## src/rtl/mul_arb_ctrl.sv

```systemverilog
// Two-requester arbiter and sequencer for a shared shift-add multiplier.
// Round-robin on ties, registered outputs, run-length timeout with abort.
module mul_arb_ctrl #(
  parameter int WIDTH   = 8,
  parameter int TIMEOUT = 64
) (
  input  logic               clk,
  input  logic               reset,
  input  logic               req0,
  input  logic               req1,
  input  logic [WIDTH-1:0]   opa0,
  input  logic [WIDTH-1:0]   opb0,
  input  logic [WIDTH-1:0]   opa1,
  input  logic [WIDTH-1:0]   opb1,
  output logic               gnt0,
  output logic               gnt1,
  output logic               done0,
  output logic               done1,
  output logic [2*WIDTH-1:0] result,
  output logic               err,
  output logic               dp_load,
  output logic               dp_busy,
  output logic               dp_clr,
  output logic [WIDTH-1:0]   dp_opa,
  output logic [WIDTH-1:0]   dp_opb,
  input  logic [2*WIDTH-1:0] dp_mul,
  input  logic               dp_ready
);

  localparam int CW = $clog2(TIMEOUT + 1);
  localparam logic [CW-1:0] CNT_LAST = CW'(TIMEOUT - 1);

  typedef enum logic [2:0] {
    IDLE,
    LOAD,
    RUN,
    DONE,
    ABORT
  } state_t;

  state_t        state;
  state_t        nstate;
  logic          take;
  logic          win;
  logic          sel;
  logic          last;
  logic          fresh;
  logic [CW-1:0] cnt;

  // State register.
  always_ff @(posedge clk or negedge reset) begin
    if (!reset) state <= IDLE;
    else        state <= nstate;
  end

  // Next state and arbitration; the first cycle after reset is a clear slot.
  always_comb begin
    nstate = state;
    take   = 1'b0;
    win    = sel;
    unique case (state)
      IDLE: begin
        if (!fresh && (req0 || req1)) begin
          take   = 1'b1;
          win    = (req0 && req1) ? ~last : req1;
          nstate = LOAD;
        end
      end
      LOAD: nstate = RUN;
      RUN: begin
        if (dp_ready)             nstate = DONE;
        else if (cnt == CNT_LAST) nstate = ABORT;
      end
      DONE:    nstate = IDLE;
      ABORT:   nstate = IDLE;
      default: nstate = IDLE;
    endcase
  end

  // Registered outputs decoded from the next state, plus bookkeeping.
  always_ff @(posedge clk or negedge reset) begin
    if (!reset) begin
      fresh   <= 1'b1;
      sel     <= 1'b0;
      last    <= 1'b1;
      cnt     <= '0;
      gnt0    <= 1'b0;
      gnt1    <= 1'b0;
      done0   <= 1'b0;
      done1   <= 1'b0;
      err     <= 1'b0;
      result  <= '0;
      dp_load <= 1'b0;
      dp_busy <= 1'b0;
      dp_clr  <= 1'b0;
      dp_opa  <= '0;
      dp_opb  <= '0;
    end else begin
      fresh   <= 1'b0;
      gnt0    <= take && !win;
      gnt1    <= take && win;
      dp_load <= (nstate == LOAD);
      dp_busy <= (nstate == RUN);
      dp_clr  <= fresh || (nstate == DONE) || (nstate == ABORT);
      err     <= (nstate == ABORT);
      done0   <= (nstate == DONE) && !sel;
      done1   <= (nstate == DONE) && sel;
      if (take) begin
        sel    <= win;
        dp_opa <= win ? opa1 : opa0;
        dp_opb <= win ? opb1 : opb0;
      end
      if (state == LOAD)     cnt <= '0;
      else if (state == RUN) cnt <= cnt + 1'b1;
      if (nstate == DONE) result <= dp_mul;
      if (state == DONE || state == ABORT) last <= sel;
    end
  end

endmodule

```

## config.mk

```make
export PLATFORM = sky130hd
export DESIGN_NAME = mul_arb_ctrl
export DESIGN_NICKNAME = d
export VERILOG_FILES = /design/src/rtl/mul_arb_ctrl.sv
export SDC_FILE = /design/constraint.sdc
export NUM_CORES = 1
export LEC_CHECK = 0
export ABC_AREA = 1
export CORE_ASPECT_RATIO = 0.75
export CORE_MARGIN = 4
export CORE_UTILIZATION = 44
export DETAILED_ROUTE_END_ITERATION = 8
export PLACE_DENSITY = 0.87
export SETUP_SLACK_MARGIN = 0.05
export SLEW_MARGIN = 5
export SYNTH_ARGS = -nofsm -noshare
export SYNTH_HDL_FRONTEND = slang
export SYNTH_SLANG_ARGS = --single-unit
```

## constraint.sdc

```tcl
create_clock -name clk -period 1.65 [get_ports clk]
set_input_delay 0.33 -clock clk [delete_from_list [all_inputs] [get_ports clk]]
set_output_delay 0.33 -clock clk [all_outputs]
set_load 0.005 [all_outputs]
```

# Yosys cells after proc, flatten, opt, wreduce, memory -nomap -nowiden
# Cells that the tools add are included.
[totals]
latch_bits = 0
mem_bits_rw = 0
wordCells = 55
n_memories = 0
rom_bits = 0
reg_bits = 53
input_bits = 53
out_inout_bits = 40
[op_classes]
mul = 0
reduce_logical = 15
shifts = 0
n_div = 0
bitwise_logic = 1
eq_ne = 9
add_sub_neg = 1
n_lt_le_gt_ge = 0
n_mux = 13
[op_table]
columns = ["operator", "n"]
rows = [
  ["8-bit 2-to-1 mux", 2],
  ["7-bit 2-to-1 mux", 2],
  ["3-bit by 2-bit == test with 1-bit output, second input constant", 4],
  ["3-bit 2-to-1 mux", 3],
  ["3-bit one-hot mux with 3 select lines", 1],
  ["7-bit by 1-bit adder with 7-bit output, second input constant", 1],
  ["7-bit by 6-bit == test with 1-bit output, second input constant", 1],
  ["3-bit by 1-bit == test with 1-bit output, second input constant", 2],
  ["3-bit == test, second input constant", 2],
  ["1-bit logical AND", 6],
  ["1-bit 2-to-1 mux", 5],
  ["1-bit logical OR", 4],
  ["1-bit logical NOT", 3],
  ["3-bit logical NOT", 1],
  ["2-bit nonzero test", 1],
  ["1-bit NOT", 1],
]

# Longest topological paths before layout
[logic_depth]
depth_word = 7
mapped_depth = 9
depth_no_buf = 8

# Worst setup path after synthesis
# OpenSTA, ideal clock, no wires.
[synth_timing]
kind = "register -> register"
from = "register last"
to = "register dp_opa[0]"
required_ns = 1.537
setup_slack_ns = 0.340
path_buffers = 1
arrival_time_ns = 1.197
path_stages_with_launch = 9
synth_period_minus_slack_ns = 1.310
setup_time_ns = 0.113
cell_sequence = "dfstp_2 > nand2_1 > nand2_1 > nand4_2 > buf_2 > nor2_1 > nor2_1 > nand2_1 > inv_1"
[synth_via]
elab_chain_len = 5
[synth_lines]
columns = ["item", "line", "rtl"]
rows = [
  ["start: declaration", "46", "logic last;"],
  ["start signal: assignment", "116", "if (state == DONE || state == ABORT) last <= sel;"],
  ["1-bit NOT", "65", "win = (req0 && req1) ? ~last : req1;"],
  ["1-bit 2-to-1 mux", "65", ""],
  ["1-bit 2-to-1 mux", "63", "if (!fresh && (req0 || req1)) begin"],
  ["1-bit 2-to-1 mux", "61", "unique case (state)"],
  ["8-bit 2-to-1 mux", "110", "dp_opa <= win ? opa1 : opa0;"],
  ["end signal: assignment", "110", ""],
  ["end: declaration", "24", "output logic [WIDTH-1:0] dp_opa,"],
]
# Every way passes these cells.
# A chain may end at the register's enable or synchronous reset.

# Final worst setup path
[layout_timing]
from = "register result[15]"
to = "output result[15]"
[layout_rtl]
columns = ["item", "line", "rtl"]
rows = [
  ["start: declaration", "19", "output logic [2*WIDTH-1:0] result,"],
  ["start signal: assignment", "115", "if (nstate == DONE) result <= dp_mul;"],
]
# No word-level cell between the ends.

==> run metrics <==
# fillers=439; period utilization=0.921; crit-path max FO=2; initial antenna violation count=0; Max Root-Sink Buffers=2; CP Data Required Time=1.32 ns; # clock sinks=53; crit path to=result[15]; Initial Utilization=0.464; gr ovfl total=0; DRT Pass-1 Iters=4; CP Class=reg -> out; remaining antenna violation count after routing=0; Seq/Total Area, Yosys=0.523; routed wire length=6370 um; Slew Viols, Final=0; Post-Layout Cell Count=517; most frequent cells in the layout=clkdlybuf4s50_1, nand2_1, nor2_1, inv_1, dfrtp_1; Critical Path Max Stage Delay=0.53 ns; DRC viols=0; WP buf/inv=1; DR iter-0 viols=117; TritonCTS clock tree=done; Worst Reg-to-Reg Cells=7; Critical path origin=result[15]; total core area=5470 um2; Fin Setup TNS=0 ns; clk_skew=0.0102 ns; CP max stage cell=clkdlybuf4s50_1; DR vias/cell=4.61; fin util=0.683; stages on the worst setup path=1; clk_lat worst skew=0.30 ns; vias in the first global route=2447; CTS clk-pin slew, worst paths=0.09 ns; die height=73.8 um; Static Leakage=2.01 nW; CP Capture Type=output pin; diode count=0; Syn Inst Count=341; Root Driver=clkbuf_8; Max-Cap Viols=0; outcome=complete, no violations; CP startpoint kind=flop; Hold Path Class=reg -> reg; syn_nets=395; Die Wd=95.7 um; number of CTS-inserted buffers=5; Pwr Density=1540 nW/um2; I/O Pins=93; Yosys warning total=0; RD Place Congestion=0.808; Hold Slack=0.445 ns; Nets=495; Max Fclk=658 MHz; Mapped Area=2540 um2; Cell variety after synth=22; ratio of cells with drive above 1 in the final layout=0.0588; Yosys reg bits=53; most common cell after layout, fill and taps aside=clkdlybuf4s50_1; reg-to-reg slack, setup=0.19 ns; Vias=2383; largest net degree at the start of global routing=20; VDD IR-drop max=0.773 mV; H-Tree Depth=2; total chip power=5.75 mW; Final HPWL DP=4810 um; setup violators final=0; Final Critical Period=1.52 ns; FP Rows=23; RR Startpoint=state[2]; Port Buffers=92; dpl cells=508; reg2reg end=result[0]; Total GRT Usage=0.194; first-pass GRT wire length=10800 um; worst path cell trace=clkdlybuf4s50_1; area delta synth->final=47.1%; Arr. time, crit path=1.19 ns; wire per inst=12.3 um; RSZ-0062 raised after global routing=yes; Die Area=7060 um2; final number of hold-violating endpoints=0; Top delay family on crit path=buffers and inverters; Mean Syn Cell Area=7.44 um2
worst min path at each step:
stage,from,to,slack (ns),depth (start not counted)
after global routing,sel,done0,0.48,1
after detailed placement,reset,dp_clr,0.29,1
final,sel,done0,0.45,1
after floorplan,reset,cnt[0],0.03,0
after global placement,reset,dp_clr,0.30,1
after CTS,sel,done0,0.45,1
synthesized netlist by cell type:
cell / count / share of area
and2_1: 1 / 0.0025
a21oi_1: 4 / 0.0079
dfrtp_1: 51 / 0.50
or2_1: 1 / 0.0025
nand4_1: 1 / 0.0025
a22o_1: 1 / 0.0035
o211ai_1: 1 / 0.0030
nand4_2: 1 / 0.0049
inv_1: 62 / 0.092
clkbuf_1: 2 / 0.0030
nand3_2: 1 / 0.0039
buf_4: 1 / 0.0030
nand2_1: 89 / 0.13
nor3_2: 1 / 0.0039
nor2_1: 63 / 0.093
buf_2: 10 / 0.020
dfstp_2: 2 / 0.021
conb_1: 1 / 0.0015
nand3_1: 35 / 0.069
ha_1: 1 / 0.0049
nand3b_1: 1 / 0.0030
o21ai_0: 11 / 0.022
stage by stage:
| stage | area [um2] | worst slack, ns |
|---|---|---|
| after detailed placement | 3610 | -0.124 |
| after floorplan | 2540 | 0.340 |
| after CTS | 3730 | 0.108 |
| after global routing | 3730 | 0.0310 |
| after global placement | 3610 | -0.0832 |
| final | 3730 | 0.130 |
cell families after synthesis:
group / count (synthesis) / synth area share
compound gates: 17 / 0.0360
fa+ha+maj: 1 / 0.00493
buf+inv: 75 / 0.117
flops: 53 / 0.523
other cells: 1 / 0.00148
simple gates: 194 / 0.317
routing by layer:
| metal | GRT usage | vias up | wire (um) |
|---|---|---|---|
| li1 | - | 1214 | - |
| met1 | 0.246 | 1083 | 2830 |
| met2 | 0.317 | 84 | 3000 |
| met3 | 0.0727 | 2 | 530 |
| met4 | 0.0457 | 0 | 18 |
| met5 | 0 | - | 0 |
power breakdown:
| group | internal, mW | switching [mW] |
|---|---|---|
| Combinational | 1.42 | 1.31 |
| Clock | 0.495 | 0.400 |
| Sequential | 1.82 | 0.311 |
cell type report:
type	count	area [um2]	share of cell area
clock buffer	7	86.3	0.0231
clock inverter	1	30.0	0.00804
inverter	62	233	0.0623
multi-input combinational	213	912	0.244
sequential	53	1330	0.356
tap	75	93.8	0.0251
timing repair buffer	106	1050	0.281
state kept, by name, indices dropped and copies added, names as in the netlist:
signal and cells:
cnt 7, done0 1, done1 1, dp_busy 1, dp_clr 1, dp_load 1
dp_opa 8, dp_opb 8, err 1, fresh 1, gnt0 1, gnt1 1
last 1, result 16, sel 1, state 3
what timing repair did:
action,4_1_cts,5_1_grt
setup endpoints to repair,0,6
endpoints found under the hold margin,14,0
gates resized for setup,0,1
hold buffers,1,0
setup buffers,0,0
(Power assumes the default switching activity.)
